$ cat src/rtl/aq_sigcap_pkg.sv
// Shared definitions for the signal-capture controller: state encoding and default widths.
package aq_sigcap_pkg;

    localparam int SIGCAP_DATA_W = 32;
    localparam int SIGCAP_ADDR_W = 10;

    typedef enum logic [2:0] {
        ST_IDLE  = 3'd0,
        ST_PRE   = 3'd1,
        ST_ARMED = 3'd2,
        ST_POST  = 3'd3,
        ST_DONE  = 3'd4
    } cap_state_t;

    // States in which qualified samples are written into the ring.
    function automatic logic is_busy(input cap_state_t s);
        return (s == ST_PRE) || (s == ST_ARMED) || (s == ST_POST);
    endfunction

endpackage

$ cat src/rtl/aq_sigcap_trig.sv
// Level/edge trigger evaluator: holds the latched compare config and the previous sample.
module aq_sigcap_trig
    import aq_sigcap_pkg::*;
#(
    parameter int DATA_W = SIGCAP_DATA_W
) (
    input  logic              clk,
    input  logic              rst,
    input  logic              load,
    input  logic              clear,
    input  logic              sample,
    input  logic [DATA_W-1:0] trig_mask,
    input  logic [DATA_W-1:0] trig_value,
    input  logic [DATA_W-1:0] trig_edge,
    input  logic [DATA_W-1:0] data_in,
    output logic              hit_cond
);

    logic [DATA_W-1:0] cfg_mask;
    logic [DATA_W-1:0] cfg_value;
    logic [DATA_W-1:0] cfg_edge;
    logic [DATA_W-1:0] prev;
    logic              prev_valid;
    logic              lvl;
    logic              edg;

    always_ff @(posedge clk) begin
        if (rst) begin
            cfg_mask   <= '0;
            cfg_value  <= '0;
            cfg_edge   <= '0;
            prev       <= '0;
            prev_valid <= 1'b0;
        end else begin
            if (load) begin
                cfg_mask  <= trig_mask;
                cfg_value <= trig_value;
                cfg_edge  <= trig_edge;
            end
            // A new run must not compare against a sample from the previous run.
            if (clear) begin
                prev_valid <= 1'b0;
            end else if (sample) begin
                prev       <= data_in;
                prev_valid <= 1'b1;
            end
        end
    end

    always_comb begin
        lvl      = (((data_in ^ cfg_value) & cfg_mask) == '0);
        edg      = (cfg_edge == '0) ||
                   (prev_valid && (((data_in ^ prev) & cfg_edge) == cfg_edge));
        hit_cond = lvl && edg;
    end

endmodule

$ cat src/rtl/aq_sigcap_capture.sv
// Capture controller driving port A of the sample RAM: ring-buffer writes around a
// level/edge trigger, keeping PRE_COUNT samples before and POST_COUNT samples after it.
module aq_sigcap_capture
    import aq_sigcap_pkg::*;
#(
    parameter  int DATA_W = SIGCAP_DATA_W,
    parameter  int ADDR_W = SIGCAP_ADDR_W,
    localparam int WE_W   = DATA_W / 8
) (
    input  logic              CLK,
    input  logic              RST,
    input  logic              START,
    input  logic              ABORT,
    input  logic              FORCE_TRIG,
    input  logic [ADDR_W-1:0] PRE_COUNT,
    input  logic [ADDR_W-1:0] POST_COUNT,
    input  logic [DATA_W-1:0] TRIG_MASK,
    input  logic [DATA_W-1:0] TRIG_VALUE,
    input  logic [DATA_W-1:0] TRIG_EDGE,
    input  logic              SAMPLE_EN,
    input  logic [DATA_W-1:0] DATA_IN,
    output logic [ADDR_W-1:0] MEM_ADDR,
    output logic [WE_W-1:0]   MEM_WE,
    output logic [DATA_W-1:0] MEM_DI,
    output logic              BUSY,
    output logic              TRIGGERED,
    output logic              DONE,
    output logic              DONE_PULSE,
    output logic [ADDR_W-1:0] TRIG_ADDR,
    output logic [ADDR_W-1:0] START_ADDR,
    output cap_state_t        STATE_DBG
);

    cap_state_t        state;
    logic [ADDR_W-1:0] wr_ptr;
    logic [ADDR_W-1:0] pre_cfg;
    logic [ADDR_W-1:0] pre_left;
    logic [ADDR_W-1:0] post_left;
    logic              start_ok;
    logic              sample_fire;
    logic              hit_cond;

    // ABORT outranks everything, including a START in the same cycle.
    assign start_ok    = START && !ABORT && ((state == ST_IDLE) || (state == ST_DONE));
    assign sample_fire = is_busy(state) && SAMPLE_EN && !ABORT;
    assign STATE_DBG   = state;

    aq_sigcap_trig #(
        .DATA_W (DATA_W)
    ) u_trig (
        .clk        (CLK),
        .rst        (RST),
        .load       (start_ok),
        .clear      (start_ok || ABORT),
        .sample     (sample_fire),
        .trig_mask  (TRIG_MASK),
        .trig_value (TRIG_VALUE),
        .trig_edge  (TRIG_EDGE),
        .data_in    (DATA_IN),
        .hit_cond   (hit_cond)
    );

    always_ff @(posedge CLK) begin
        if (RST) begin
            state      <= ST_IDLE;
            wr_ptr     <= '0;
            pre_cfg    <= '0;
            pre_left   <= '0;
            post_left  <= '0;
            MEM_ADDR   <= '0;
            MEM_WE     <= '0;
            MEM_DI     <= '0;
            BUSY       <= 1'b0;
            TRIGGERED  <= 1'b0;
            DONE       <= 1'b0;
            DONE_PULSE <= 1'b0;
            TRIG_ADDR  <= '0;
            START_ADDR <= '0;
        end else begin
            MEM_WE     <= '0;
            DONE_PULSE <= 1'b0;
            if (ABORT) begin
                state      <= ST_IDLE;
                BUSY       <= 1'b0;
                TRIGGERED  <= 1'b0;
                DONE       <= 1'b0;
                TRIG_ADDR  <= '0;
                START_ADDR <= '0;
            end else if (start_ok) begin
                pre_cfg    <= PRE_COUNT;
                pre_left   <= PRE_COUNT;
                post_left  <= POST_COUNT;
                wr_ptr     <= '0;
                BUSY       <= 1'b1;
                TRIGGERED  <= 1'b0;
                DONE       <= 1'b0;
                TRIG_ADDR  <= '0;
                START_ADDR <= '0;
                state      <= (PRE_COUNT == '0) ? ST_ARMED : ST_PRE;
            end else if (sample_fire) begin
                MEM_WE   <= '1;
                MEM_ADDR <= wr_ptr;
                MEM_DI   <= DATA_IN;
                wr_ptr   <= wr_ptr + 1'b1;
                case (state)
                    ST_PRE: begin
                        pre_left <= pre_left - 1'b1;
                        if (pre_left == 1) begin
                            state <= ST_ARMED;
                        end
                    end
                    ST_ARMED: begin
                        if (FORCE_TRIG || hit_cond) begin
                            TRIGGERED  <= 1'b1;
                            TRIG_ADDR  <= wr_ptr;
                            START_ADDR <= wr_ptr - pre_cfg;
                            // With no post samples the trigger sample closes the run.
                            if (post_left == '0) begin
                                state      <= ST_DONE;
                                BUSY       <= 1'b0;
                                DONE       <= 1'b1;
                                DONE_PULSE <= 1'b1;
                            end else begin
                                state <= ST_POST;
                            end
                        end
                    end
                    ST_POST: begin
                        post_left <= post_left - 1'b1;
                        if (post_left == 1) begin
                            state      <= ST_DONE;
                            BUSY       <= 1'b0;
                            DONE       <= 1'b1;
                            DONE_PULSE <= 1'b1;
                        end
                    end
                    default: begin
                    end
                endcase
            end
        end
    end

endmodule

$ cat config.mk
export PLATFORM = sky130hd
export DESIGN_NAME = aq_sigcap_capture
export DESIGN_NICKNAME = d
export VERILOG_FILES = /design/src/rtl/aq_sigcap_pkg.sv /design/src/rtl/aq_sigcap_trig.sv /design/src/rtl/aq_sigcap_capture.sv
export SDC_FILE = /design/constraint.sdc
export NUM_CORES = 1
export LEC_CHECK = 0
export ABC_AREA = 1
export BUFFER_PORTS_ARGS = -buffer_cell sky130_fd_sc_hd__buf_2
export CAP_MARGIN = 0
export CORE_UTILIZATION = 50
export DETAILED_ROUTE_END_ITERATION = 12
export PLACE_DENSITY = 0.83
export SLEW_MARGIN = 20
export SYNTH_ARGS = -nofsm -noshare
export SYNTH_HDL_FRONTEND = slang
export SYNTH_HIERARCHICAL = 1
export SYNTH_SLANG_ARGS = --single-unit
$ cat constraint.sdc
create_clock -name CLK -period 6.15 [get_ports CLK]
set_clock_uncertainty 0.1 [all_clocks]
set_input_delay 1.23 -clock CLK [delete_from_list [all_inputs] [get_ports CLK]]
set_output_delay 1.23 -clock CLK [all_outputs]
set_load 0.1 [all_outputs]
# Yosys cells after proc, flatten, opt, wreduce, memory -nomap -nowiden
# Cells that the tools add are included.
[classes]
add_sub_neg = 4
multipliers = 0
n_div = 0
n_lt_le_gt_ge = 0
eq_ne = 14
shifts = 0
mux = 31
n_bitwise = 8
reduce_logical = 38
[op_table]
columns = ["operator", "n"]
rows = [
  ["$mux W10", 8],
  ["$and A32 B32 Y32", 2],
  ["$logic_not A32 Y1", 2],
  ["$xor A32 B32 Y32", 2],
  ["$eq A32 B32 Y1", 1],
  ["$eq A10 B1 Y1 const B", 2],
  ["$logic_not A10 Y1", 2],
  ["$sub A10 B1 Y10 const B", 2],
  ["$mux W3", 6],
  ["$reduce_and A5 Y1", 3],
  ["$ne A3 B2 Y1 const B", 4],
  ["$reduce_and A3 Y1", 4],
  ["$mux W1", 11],
  ["$add A10 B1 Y10 const B", 1],
  ["$sub A10 B10 Y10", 1],
  ["$pmux W3 S3", 1],
  ["$reduce_bool A2 Y1", 4],
  ["$eq A3 B2 Y1 const B", 2],
  ["$logic_and A1 B1 Y1", 6],
  ["$logic_or A1 B1 Y1", 6],
  ["$ne A2 B1 Y1 const B", 3],
  ["$pmux W1 S2", 3],
  ["$reduce_and A2 Y1", 3],
  ["$mux W4", 1],
  ["11 further kinds", 15],
]
[word_totals]
regBits = 242
latch_bits = 0
ramBits = 0
rom_bits = 0
inputBits = 154
output_inout_bits = 73
elab_cells = 114
mem_count = 0

# Depth between registers and ports, before layout
# Gate-level depths: netlist (run 1).
[logic_depth]
word_depth = 11
mapped_depth = 17

# Modules after synthesis
# The synthesis (run 1) kept the hierarchy.
[modules_own_cells]
columns = ["module", "n_inst", "cells_each", "area_each_um2"]
rows = [
  ["aq_sigcap_trig", 1, 851, 5745.5],
  ["aq_sigcap_capture", 1, 729, 5207.5],
]

# Worst setup path before layout (run 1)
# Ideal clock, no wire load.
[synth_timing]
path_type = "in2reg"
startpoint = "input port DATA_IN[18]"
endpoint = "register TRIG_ADDR[3]"
setup_ns = 0.079
arrival_ns = 2.622
t_required_ns = 5.971
setup_slack_ns = 3.349
path_stages = 15
path_buffers = 1
cell_sequence = "or2_1 -> nand3_1 -> o21ai_1 -> nor2_1 -> nand2_1 -> nor2_1 -> nand2_1 -> a21oi_2 -> nor2_1 -> inv_1 -> nand3_4 -> inv_6 -> buf_8 -> nor2_1 -> a211oi_2"
[synth_via]
elab_chain_len = 8
word_cells_on_any_way = 11
cone_classes = "eq/ne (1); bitwise (4); reduce/logical (6)"
[synth_rtl]
columns = ["item", "line_no", "rtl"]
rows = [
  ["start, declared", "aq_sigcap_capture.sv:21", "input logic [DATA_W-1:0] DATA_IN,"],
  ["$xor A32 B32 Y32", "aq_sigcap_trig.sv:53", "(prev_valid && (((data_in ^ prev) & cfg_edge) == cfg_edge));"],
  ["$and A32 B32 Y32", "aq_sigcap_trig.sv:53", ""],
  ["$eq A32 B32 Y1", "aq_sigcap_trig.sv:53", ""],
  ["$logic_and A1 B1 Y1", "aq_sigcap_trig.sv:53", ""],
  ["$logic_or A1 B1 Y1", "aq_sigcap_trig.sv:52", "edg = (cfg_edge == '0) ||"],
  ["$logic_and A1 B1 Y1 *", "aq_sigcap_trig.sv:54", "hit_cond = lvl && edg;"],
  ["via hit_cond", "aq_sigcap_capture.sv:41", "logic hit_cond;"],
  ["$logic_or A1 B1 Y1 *", "aq_sigcap_capture.sv:113", "if (FORCE_TRIG || hit_cond) begin"],
  ["$reduce_and A3 Y1 (no source line) *", "-", ""],
  ["end signal, assigned", "aq_sigcap_capture.sv:115", "TRIG_ADDR <= wr_ptr;"],
  ["end, declared", "aq_sigcap_capture.sv:29", "output logic [ADDR_W-1:0] TRIG_ADDR,"],
]
# The timed path passes the listed nets; every way through them passes the cells marked *.
# A chain may end at the register's enable or synchronous reset.

# Worst setup path in the final report (run 1)
[layout_timing]
startpoint = "input port ABORT"
endpoint = "register u_trig.cfg_value[26]"
[layout_via]
elab_chain_len = 3
[layout_rtl]
columns = ["item", "line_no", "rtl"]
rows = [
  ["start, declared", "aq_sigcap_capture.sv:13", "input logic ABORT,"],
  ["$logic_not A1 Y1", "aq_sigcap_capture.sv:44", "assign start_ok = START && !ABORT && ((state == ST_IDLE) || (state == ST_DONE));"],
  ["$logic_and A1 B1 Y1 (2 in a row)", "aq_sigcap_capture.sv:44", ""],
  ["end signal, assigned", "aq_sigcap_trig.sv:37", "cfg_value <= trig_value;"],
  ["end, declared", "aq_sigcap_trig.sv:20", "logic [DATA_W-1:0] cfg_value;"],
]
# No other way between the ends.

==> out/metrics.csv, run 1 <==
stage,metric,value,unit
yosys,synth_top_cell_by_area,dfxtp_1,
yosys,synth_fa_ha_area_share,1.78,%
yosys,synthMuxAreaShare,0,%
global_routing,grt_pass1_wl,49100,um
yosys,synth_compound_area_share,16.3,%
floorplanning,core.rowCount,53,
worst_setup_path,crit_fanout,55,
floorplanning,core_area,21200,um2
floorplanning,die-area,22500,um2
global_routing,antenna_found_initial,1,
yosys,synth_xor_area_share,1.20,%
route,drt_iter0_drc,833,
clock_network,postCtsSetupBuffers,0,
yosys,synth_top_family_by_area,simple AND/OR/NAND/NOR gates,
place,place_congestion,0.893,
yosys,yosys_warnings,6,
yosys,synth.area.top_cells,"dfxtp_1 (44%), nand2_1 (17%), a21oi_1 (8.5%)",
pwr,p_leak,5.56,nW
sta,max_freq,281,MHz
worst_setup_path,endpoint,u_trig/cfg_value[26]$_SDFFE_PP0P_,
yosys,ys_async_sr_fraction,0,%
sta,hold_ws,0.346,ns
sta,tightest_slew,0.994,ns
run,drv_cap,0,
clock_network,ctsHtreeMaxLevel,1,
final_layout,area_growth,17.9,%
sta,setup_violations,0,
yosys,synth_top_area_share,43.7,%
yosys,synth_flop_cell,dfxtp_1,
global_routing,grt_pass1_vias,9919,
clock_network,cts_root_buffer,clkbuf_16,
floorplanning,die_y,150,um
yosys,yosysSeqAreaShare,43.7,%
yosys,ys_ff_latch,239,
worst_setup_path,critical_path_class,input pin to flop,
worst_setup_path,startpoint_type,input pin,
global_routing,grt.total_usage,27.3,%
yosys,syn_area_per_cell,6.93,um2
worst_setup_path,worstReg2RegStart,STATE_DBG[0]$_SDFFE_PP0P_,
route,finalWirelength,31000,um
floorplanning,die_w,150,um
route,dr.pass1.iters,6,
worst_hold_path,hold_path.class,flop to flop,
clock_network,cts_tree,yes,
sta,grt_setup_unrepaired,no,
global_routing,globalRoute.totalOverflow,0,
final_layout,drive_above_1_share,16.2,%
yosys,synth_nets,1749,
place,hpwl,21900,um
worst_setup_path,r2r_cells,7,
yosys,yosys.area_share.simple,28.4,%
clock_network,hold_buffers,0,
worst_setup_path,r2r_setup_slack,2.88,ns
run_status,status,"complete, no violations",
route,drc,0,
route,num_vias,10900,
sta,finalHoldViolations,0,
pwr,vdd_drop_max,0.000220,V
worst_setup_path,reg2reg_to,u_trig/cfg_value[26]$_SDFFE_PP0P_,
yosys,synth_edf_count,0,
route,viasPerCell,5.28,
sta,slew_headroom,33.8,%
worst_setup_path,critPathArrivalTime,3.90,ns
yosys,synth.distinct_cells,44,
yosys,synthCells,1580,
yosys,post-synth-top-count-cell,nand2_1,
route,wire_per_inst,15.1,um
worst_setup_path,endpoint_kind,flop,
sta,period_needed,3.56,ns
clock_network,cts_resized,0,
yosys,syn-cell-area,11000,um2
worst_setup_path,cp.required,6.49,ns
sta,tns,0,ns
floorplanning,initial_utilization,51.6,%
worst_setup_path,startpoint,ABORT,
pwr,powerDensity,272,nW/um2
clock_network,cts.sinks,239,
clock_network,cts-buffers-inserted,26,
final_layout,nets,1933,
route,drtAntennaViolNets,0,
clock_network,clockBufferDepth,3,
clock_network,insertion_delay,0.54,ns
sta,slew_viol_final,0,
floorplanning,io_pins,227,
sta,fin_crit_sh,57.8,%
global_routing,grt_start_max_net_pins,98,
yosys,synth_commonest_cells,"nand2_1 (498), dfxtp_1 (239), a21oi_1 (186)",
place,portBuffers,226,
clock_network,cts.reportedPaths.clkPinSlew,0.06,ns
## how the worst min path moves through the flow
stage | startpoint | endpoint | depth (start not counted) | slack (ns)
2_1_floorplan | u_trig/cfg_mask[11]$_SDFFE_PP0P_ | u_trig/cfg_mask[11]$_SDFFE_PP0P_ | 2 | 0.34
3_3_place_gp | DONE$_SDFFE_PP0P_ | DONE$_SDFFE_PP0P_ | 2 | 0.34
3_5_place_dp | DONE$_SDFFE_PP0P_ | DONE$_SDFFE_PP0P_ | 2 | 0.34
4_1_cts | DONE$_SDFFE_PP0P_ | DONE$_SDFFE_PP0P_ | 2 | 0.35
5_1_grt | MEM_DI[16]$_SDFFE_PP0P_ | MEM_DI[16]$_SDFFE_PP0P_ | 2 | 0.37
6_report | DONE$_SDFFE_PP0P_ | DONE$_SDFFE_PP0P_ | 2 | 0.35
## report_power, final
group          leakage [nW]  internal (W)  switching [W]
sequential             1.94       0.00159      0.0000313
combinational          3.22      0.000132       0.000239
clock                 0.406      0.000897       0.000620
total                  5.56       0.00262       0.000890
## routing by layer
layer  up-vias  routed length, um  global-route usage [%]
li1       5465                  -                       -
met1      4901              13400                    36.0
met2       414              14200                    44.4
met3        71               2400                    5.06
met4         2                960                    9.55
met5         -                 10                       0
## cell type report
| type | instances | area [um2] |
|---|---|---|
| Antenna cell | 2 | 5.00 |
| Clock buffer | 38 | 766 |
| Clock inverter | 5 | 63.8 |
| Fill cell | 1944 | 8300 |
| Inverter | 143 | 543 |
| Multi-Input combinational cell | 1123 | 5220 |
| Sequential cell | 239 | 4780 |
| Tap cell | 275 | 344 |
| Timing Repair Buffer | 231 | 1190 |
## worst max-delay path, cell delays in order
cell      delay [ns]
buf_2           0.09
inv_1           0.07
nand3_2         0.54
clkinv_2        0.51
inv_2           0.84
buf_12          0.31
nor2_1          0.06
a211oi_1        0.17
## kinds of logic (layout without fill, tap and decap cells)
group           Yosys count  after routing
buf+inv                 218            417
fa+ha+maj                15             15
simple gates            773            773
xor+xnor                 15             15
other cells               0              2
compound gates          320            320
flops                   239            239
## metrics by stage
| step | setup WS, ns | cells | power [W] | util, % | area, um2 |
|---|---|---|---|---|---|
| floorplan | 3.35 | 1580 | 0.00189 | - | 11000 |
| global placement | 2.10 | 2011 | 0.00201 | 56.9 | 12100 |
| detailed placement | 2.07 | 2011 | 0.00202 | 56.9 | 12100 |
| CTS | 2.63 | 2054 | 0.00353 | 60.8 | 12900 |
| global route | 2.32 | 2054 | 0.00365 | 60.8 | 12900 |
| finish | 2.59 | 2056 | 0.00351 | 60.9 | 12900 |
## registers in the layout, indices dropped and copies added (netlist names), 3 cells and up
name,cells
MEM_ADDR,10
MEM_DI,32
START_ADDR,10
STATE_DBG,3
TRIG_ADDR,10
post_left,10
pre_cfg,10
pre_left,10
u_trig/cfg_edge,32
u_trig/cfg_mask,32
u_trig/cfg_value,32
u_trig/prev,32
wr_ptr,10
## layout by cell type (no fill, tap or decap), types with 3 or more instances in the layout
master / instances
a211oi_2: 4
clkbuf_16: 26
o21ai_1: 15
inv_1: 138
o21a_1: 4
buf_2: 225
xor2_1: 9
nor4_1: 8
nand4_1: 11
a211oi_1: 41
xnor2_1: 6
clkinv_2: 3
nand3_1: 73
o211ai_1: 3
nand2_1: 498
o21ai_0: 51
nor2_1: 164
or2_1: 5
ha_1: 14
dfxtp_1: 239
inv_2: 3
clkbuf_1: 5
nor3_1: 4
a21oi_1: 186
buf_4: 4
o22ai_1: 6
clkbuf_8: 7
Power figures use the tool's default switching activity.
==> run 2: changes to the inputs <==
- ABC_AREA: 1 -> 0
- PLACE_DENSITY: 0.83 -> 0.86
- clock period: 6.15 -> 2.9 ns (I/O delays scaled with it)
==> out/metrics.csv, run 2 <==
stage,metric,value,unit,change
run_status,status,"complete, no violations",,unchanged
floorplanning,die-area,21200,um2,"was 22,500 um2"
worst_setup_path,cpMaxStageDelayCell,nor4_2,,was inv_2
final_layout,n_fill_cell,1646,,"was 1,944"
clock_network,cts.reportedPaths.clkPinSlew,0.07,ns,was 0.06 ns
worst_setup_path,critPathArrivalTime,3.13,ns,was 3.90 ns
clock_network,hold_buffers,0,,unchanged
worst_setup_path,slowest_delay,0.38,ns,was 0.84 ns
place,place_ws,-0.324,ns,was 2.07 ns
yosys,synth_edf_count,0,,unchanged
yosys,synth.distinct_cells,54,,was 44
sta,tightest_slew,1.04,ns,was 0.994 ns
final_layout,layout_commonest_cell,dfxtp_1,,was nand2_1
final_layout,final_cell_mix,"dfxtp_1 (237), buf_2 (225), nand2_1 (219)",,"was nand2_1 (498), dfxtp_1 (239), buf_2 (225)"
sta,slew_viol_final,0,,unchanged
worst_setup_path,path_cells,"xor2_1, a22oi_1, nand4_1, nor4_2, buf_4, o21a_1, o21ba_2, nor2_1, a22oi_4, o31a_4, mux2i_1, nor3_2",,"was buf_2, inv_1, nand3_2, clkinv_2, inv_2, buf_12, nor2_1, a211oi_1"
worst_setup_path,endpoint_kind,flop,,unchanged
place,hpwl,21000,um,"was 21,900 um"
worst_setup_path,critical_path_class,flop to flop,,was input pin to flop
route,drtAntennaViolNets,0,,unchanged
pwr,vdd_drop_max,0.000669,V,was 0.000220 V
yosys,synth_flop_cell,dfxtp_1,,unchanged
pwr,p_switching,0.00202,W,was 0.000890 W
sta,setup_violations,0,,unchanged
floorplanning,core.rowCount,52,,was 53
route,wire_per_inst,17.4,um,was 15.1 um
route,num_vias,9411,,"was 10,900"
worst_hold_path,holdPathEnd,u_trig/cfg_mask[2]$_SDFFE_PP0P_,,was DONE$_SDFFE_PP0P_
global_routing,antenna_found_initial,3,,was 1
yosys,synthCells,1193,,"was 1,580"
worst_hold_path,hold_path.class,input pin to flop,,was flop to flop
floorplanning,core_area,20200,um2,"was 21,200 um2"
final_layout,area_growth,23.3,%,was 17.9%
global_routing,globalRoute.totalOverflow,0,,unchanged
yosys,synth_top_cell_by_area,dfxtp_1,,unchanged
clock_network,cts.sinks,239,,unchanged
place,portBuffers,226,,unchanged
worst_setup_path,r2r_cells,12,,was 7
yosys,post-synth-top-count-cell,dfxtp_1,,was nand2_1
floorplanning,die_w,146,um,was 150 um
global_routing,grt_pass1_wl,46600,um,"was 49,100 um"
global_routing,grt.total_usage,27.3,%,about the same
worst_setup_path,worstReg2RegStart,u_trig/cfg_value[9]$_SDFFE_PP0P_,,was STATE_DBG[0]$_SDFFE_PP0P_
place,placed_area,11900,um2,"was 12,100 um2"
yosys,synth.area.top_cells,"dfxtp_1 (46%), mux2i_1 (9.6%), nand2_1 (8.0%)",,"was dfxtp_1 (44%), nand2_1 (17%), a21oi_1 (8.5%)"
worst_setup_path,cp.required,3.18,ns,was 6.49 ns
clock_network,insertion_delay,0.54,ns,about the same
sta,period_needed,2.85,ns,
sta,hold_ws,0.177,ns,was 0.346 ns
yosys,synth_top_area_share,46.3,%,was 43.7%
sta,fin_crit_sh,98.3,%,
final_layout,drive_above_1_share,22.8,%,was 16.2%
final_layout,nets,1586,,"was 1,933"
yosys,syn_area_per_cell,8.66,um2,was 6.93 um2
route,drt_iter0_drc,743,,was 833
yosys,synth_nets,1362,,"was 1,749"
worst_setup_path,startpoint_type,flop,,was input pin
yosys,syn-cell-area,10300,um2,"was 11,000 um2"
pwr,internal_power,0.00572,W,was 0.00262 W
yosys,ys_async_sr_fraction,0,%,unchanged
route,drc,0,,unchanged
clock_network,cts_tree,yes,,unchanged
floorplanning,initial_utilization,51.0,%,was 51.6%
global_routing,grt_start_max_net_pins,203,,was 98
pwr,seq_power_share,45.1,%,was 46.3%
floorplanning,io_pins,227,,unchanged
yosys,yosys_warnings,6,,unchanged
pwr,p_leak,5.19,nW,was 5.56 nW
yosys,synth_commonest_cells,"dfxtp_1 (239), nand2_1 (219), nor2_1 (137)",,"was nand2_1 (498), dfxtp_1 (239), a21oi_1 (186)"
place,place_congestion,0.936,,was 0.893
sta,slew_headroom,30.9,%,was 33.8%
sta,finalHoldViolations,0,,unchanged
sta,setup_slack,0.0502,ns,was 2.59 ns
yosys,ys_ff_latch,239,,unchanged
final_layout,fin_util,62.9,%,was 60.9%
clock_network,clockBufferDepth,3,,unchanged
pwr,finalPower,0.00773,W,was 0.00351 W
global_routing,grt_pass1_vias,9080,,"was 9,919"
final_layout,fin_area,12700,um2,"was 12,900 um2"
worst_hold_path,whs_path_depth,3,,was 2
sta,max_freq,351,MHz,
worst_hold_path,min_from,TRIG_MASK[2],,was DONE$_SDFFE_PP0P_
yosys,yosysSeqAreaShare,46.3,%,was 43.7%
route,finalWirelength,29700,um,"was 31,000 um"
route,viasPerCell,5.51,,was 5.28
route,dr.pass1.iters,7,,was 6
worst_setup_path,r2r_setup_slack,0.05,ns,was 2.88 ns
pwr,powerDensity,607,nW/um2,was 272 nW/um2
worst_setup_path,reg2reg_to,STATE_DBG[2]$_SDFFE_PP0P_,,was u_trig/cfg_value[26]$_SDFFE_PP0P_
clock_network,cts_root_buffer,clkbuf_16,,unchanged
pwr,clockPowerShare,42.7,%,was 43.2%
run,drv_cap,0,,unchanged
pwr,pwr-share-comb,12.2,%,was 10.6%
clock_network,ctsHtreeMaxLevel,1,,unchanged
floorplanning,die_y,146,um,was 150 um
clock_network,cts-buffers-inserted,25,,was 26
pwr,p_sw_share,26.1,%,was 25.3%
worst_setup_path,crit_fanout,4,,was 55
==> run 2: changes by cell type after synthesis, sizes merged, moves of 46 or more <==
cell	previous run	this run
nand2	500	219
a21oi	188	126
mux2i	0	99
inv	143	16
nand3	75	17
o21ai	68	22
==> run 2: per-layer routing <==
layer	vias up	GRT usage (%)	wire (um)
met5	-	0	23
met4	4	10.1	1000
met3	77	5.39	2350
met2	414	46.7	14300
met1	4402	34.0	12100
li1	4514	-	-
==> run 2: through the flow <==
stage,std cells,setup TNS [ns]
detailed placement,1660,-4.83
global route,1706,-0.0641
global placement,1660,-4.80
floorplan,1193,-1.51
CTS,1706,0
finish,1707,0
==> run 2: layout make-up <==
class                   instances  area (um2)  share of cell area (%)
clock buffers                  33         716                    5.62
flip-flops and latches        239        4790                    37.6
repair buffers                267        1510                    11.8
inverters                      17        68.8                   0.541
well taps                     270         338                    2.65
diodes                          1        2.50                  0.0197
multi-input cells             867        5170                    40.6
clock inverters                13         145                    1.14
==> run 2: worst max-delay path, delay by kind of cell, from the launching register on <==
family                 cells  cell delay, ns
AO/OA/AOI/OAI              5            0.99
buffers and inverters      1            0.16
XOR/XNOR                   1            0.15
flip-flops                 1            0.32
multiplexers               1            0.21
AND/OR/NAND/NOR            4            0.75
==> run 2: how the worst max path moves through the flow <==
stage	startpoint	endpoint	slack, ns	cells past startpoint
6_report	u_trig/cfg_value[9]$_SDFFE_PP0P_	STATE_DBG[2]$_SDFFE_PP0P_	0.05	12
2_1_floorplan	STATE_DBG[0]$_SDFFE_PP0P_	u_trig/cfg_mask[0]$_SDFFE_PP0P_	-0.04	13
4_1_cts	u_trig/cfg_value[9]$_SDFFE_PP0P_	STATE_DBG[2]$_SDFFE_PP0P_	0.07	12
5_1_grt	u_trig/cfg_value[9]$_SDFFE_PP0P_	START_ADDR[7]$_SDFFE_PP0P_	-0.04	12
3_5_place_dp	DATA_IN[9]	STATE_DBG[2]$_SDFFE_PP0P_	-0.32	13
3_3_place_gp	DATA_IN[9]	STATE_DBG[2]$_SDFFE_PP0P_	-0.31	13
==> run 2: what timing repair did <==
item | CTS | global route
gates resized for setup | 0 | 2
setup endpoints to repair | 0 | 14
setup buffers | 0 | 0
==> run 2: kinds of logic after synthesis <==
kind of cell             Yosys count  share of synthesized area (%)
AO/OA/AOI/OAI                    220                           12.8
XOR/XNOR                          79                           6.70
adder cells (fa/ha/maj)           15                           1.89
buffers and inverters             87                           3.88
flip-flops                       239                           46.3
multiplexers                      99                           9.60
AND/OR/NAND/NOR                  454                           18.8
==> run 2: power by group through the flow <==
stage          sequential (W)  clock (W)  combinational (W)
5_1_grt               0.00350    0.00348            0.00102
3_5_place_dp          0.00356          0           0.000921
3_3_place_gp          0.00355          0           0.000897
4_1_cts               0.00349    0.00334           0.000929
2_1_floorplan         0.00360          0           0.000543
6_report              0.00349    0.00330           0.000940
==> run 3: changes to the inputs <==
- PLACE_DENSITY: 0.86 -> 0.77
==> out/metrics.csv, run 3 (synthesized netlist as in run 2, its figures left out) <==
stage,metric,value,unit,change
worst_hold_path,holdPathEnd,u_trig/cfg_mask[17]$_SDFFE_PP0P_,,was u_trig/cfg_mask[2]$_SDFFE_PP0P_
global_routing,antenna_found_initial,3,,unchanged
route,drt_iter0_drc,639,,was 743
worst_hold_path,whs_path_depth,3,,unchanged
sta,max_freq,384,MHz,was 351 MHz
clock_network,ctsHtreeMaxLevel,1,,unchanged
worst_setup_path,crit_fanout,4,,unchanged
clock_network,cts_tree,yes,,unchanged
global_routing,grt.total_usage,27.0,%,was 27.3%
clock_network,cts.reportedPaths.clkPinSlew,0.06,ns,was 0.07 ns
worst_setup_path,endpoint_kind,flop,,unchanged
sta,tightest_slew,0.757,ns,was 1.04 ns
sta,slew_headroom,49.5,%,was 30.9%
floorplanning,core.rowCount,52,,unchanged
pwr,p_leak,5.19,nW,about the same
worst_setup_path,crit_cells,12,,unchanged
worst_hold_path,hold_path.class,input pin to flop,,unchanged
worst_setup_path,path_cells,"xor2_1, a22oi_1, nand4_1, nor4_2, buf_4, o21a_1, o21ba_2, nor2_1, a22oi_4, o31a_4, mux2i_1, nor3_2",,unchanged
clock_network,cts-buffers-inserted,26,,was 25
global_routing,grt_start_max_net_pins,171,,was 203
place,hpwl,20800,um,"was 21,000 um"
run_status,status,"complete, no violations",,unchanged
global_routing,grt_pass1_wl,46000,um,"was 46,600 um"
place,placed_area,11900,um2,about the same
place,place_congestion,0.902,,was 0.936
clock_network,insertion_delay,0.53,ns,was 0.54 ns
floorplanning,io_pins,227,,unchanged
final_layout,fin_util,62.9,%,unchanged
floorplanning,die_y,146,um,unchanged
place,portBuffers,226,,unchanged
worst_setup_path,r2r_cells,12,,unchanged
worst_setup_path,path_delay_family,compound AO/OA/AOI/OAI gates,,unchanged
sta,setup_violations,0,,unchanged
worst_setup_path,cp.required,3.19,ns,was 3.18 ns
global_routing,grt_pass1_vias,8937,,"was 9,080"
worst_setup_path,slowest_delay,0.33,ns,was 0.38 ns
sta,finalHoldViolations,0,,unchanged
worst_setup_path,reg2reg_to,STATE_DBG[2]$_SDFFE_PP0P_,,unchanged
route,finalWirelength,29100,um,"was 29,700 um"
pwr,powerDensity,605,nW/um2,was 607 nW/um2
sta,fin_crit_sh,89.8,%,was 98.3%
final_layout,layout_commonest_cell,dfxtp_1,,unchanged
final_layout,area_growth,23.3,%,unchanged
worst_hold_path,min_from,TRIG_MASK[17],,was TRIG_MASK[2]
route,wire_per_inst,17.0,um,was 17.4 um
worst_setup_path,critPathArrivalTime,2.90,ns,was 3.13 ns
run,drv_cap,0,,unchanged
global_routing,globalRoute.totalOverflow,0,,unchanged
clock_network,cts_root_buffer,clkbuf_16,,unchanged
sta,period_needed,2.61,ns,was 2.85 ns
floorplanning,die-area,21200,um2,unchanged
worst_setup_path,cpMaxStageDelayCell,nor4_2,,unchanged
worst_setup_path,critical_path_class,flop to flop,,unchanged
worst_setup_path,r2r_setup_slack,0.29,ns,was 0.05 ns
final_layout,final_cell_mix,"dfxtp_1 (237), buf_2 (225), nand2_1 (219)",,unchanged
worst_setup_path,startpoint_type,flop,,unchanged
route,viasPerCell,5.39,,was 5.51
place,place_ws,-0.169,ns,was -0.324 ns
final_layout,nets,1588,,"was 1,586"
route,drc,0,,unchanged
sta,setup_slack,0.295,ns,was 0.0502 ns
worst_setup_path,cp_num_buf_inv,1,,unchanged
route,dr.pass1.iters,5,,was 7
final_layout,fin_area,12700,um2,unchanged
worst_setup_path,startpoint,u_trig/cfg_value[5]$_SDFFE_PP0P_,,was u_trig/cfg_value[9]$_SDFFE_PP0P_
sta,slew_viol_final,0,,unchanged
worst_setup_path,worstReg2RegStart,u_trig/cfg_value[5]$_SDFFE_PP0P_,,was u_trig/cfg_value[9]$_SDFFE_PP0P_
clock_network,postCtsSetupBuffers,0,,unchanged
final_layout,drive_above_1_share,22.5,%,was 22.8%
pwr,vdd_drop_max,0.000383,V,was 0.000669 V
route,num_vias,9230,,"was 9,411"
floorplanning,die_w,146,um,unchanged
floorplanning,core_area,20200,um2,unchanged
floorplanning,initial_utilization,51.0,%,unchanged
route,drtAntennaViolNets,0,,unchanged
clock_network,clockBufferDepth,3,,unchanged
clock_network,cts.sinks,239,,unchanged
==> run 3: cell types whose count changed in the layout (fill, tap and decap cells not counted), sizes merged <==
cell	previous run	this run
clkinvlp	3	1
diode	1	3
clkinv	8	7
inv	17	16
clkbuf	33	38
buf	267	268
==> run 3: where the power goes <==
part           internal (W)  switching (W)  total, W
Combinational      0.000388       0.000549  0.000938
Clock               0.00194        0.00133   0.00327
Sequential          0.00340      0.0000934   0.00349
==> run 3: cell type report <==
| type | count | area, um2 |
|---|---|---|
| inverters | 17 | 68.8 |
| clock inverters | 9 | 113 |
| fillers | 1751 | 7500 |
| clock buffers | 38 | 736 |
| diodes | 3 | 7.51 |
| repair buffers | 268 | 1520 |
| flip-flops and latches | 239 | 4790 |
| well taps | 270 | 338 |
| multi-input cells | 867 | 5170 |
==> run 3: how the worst max path moves through the flow <==
stage                                           end  slack [ns]
floorplan           u_trig/cfg_mask[0]$_SDFFE_PP0P_       -0.04
global placement          STATE_DBG[2]$_SDFFE_PP0P_       -0.15
detailed placement        STATE_DBG[2]$_SDFFE_PP0P_       -0.17
CTS                       STATE_DBG[2]$_SDFFE_PP0P_        0.19
global route             START_ADDR[7]$_SDFFE_PP0P_      -0.009
finish                    STATE_DBG[2]$_SDFFE_PP0P_        0.29
==> run 3: routing by layer <==
metal / up-vias / GRT usage [%] / routed length [um]
met2: 345 / 45.8 / 13800
met3: 65 / 5.89 / 2040
li1: 4519 / - / -
met1: 4299 / 33.6 / 12300
met5: - / 0 / 13
met4: 2 / 9.58 / 985
==> run 3: what timing repair did <==
action	in CTS	in global routing
setup endpoints to repair	0	1
hold buffers	0	0
gates resized for setup	0	2
==> run 3: metrics by stage <==
step / instances / total power, W / setup TNS, ns / hold slack, ns
floorplan: 1193 / 0.00414 / -1.51 / 0.336
global placement: 1661 / 0.00446 / -1.56 / 0.338
detailed placement: 1661 / 0.00448 / -1.48 / 0.343
CTS: 1708 / 0.00774 / 0 / 0.163
global route: 1708 / 0.00797 / -0.00906 / 0.176
finish: 1711 / 0.00770 / 0 / 0.183
==> run 3: worst reg2reg max path, delay by kind of cell (launching register included) <==
| family | cells | cell delay, ns |
|---|---|---|
| AOI/OAI and AO/OA | 5 | 0.87 |
| and+or+nand+nor | 4 | 0.64 |
| DFF | 1 | 0.32 |
| muxes | 1 | 0.22 |
| xor gates and xnor gates | 1 | 0.16 |
| buffers and inverters | 1 | 0.16 |
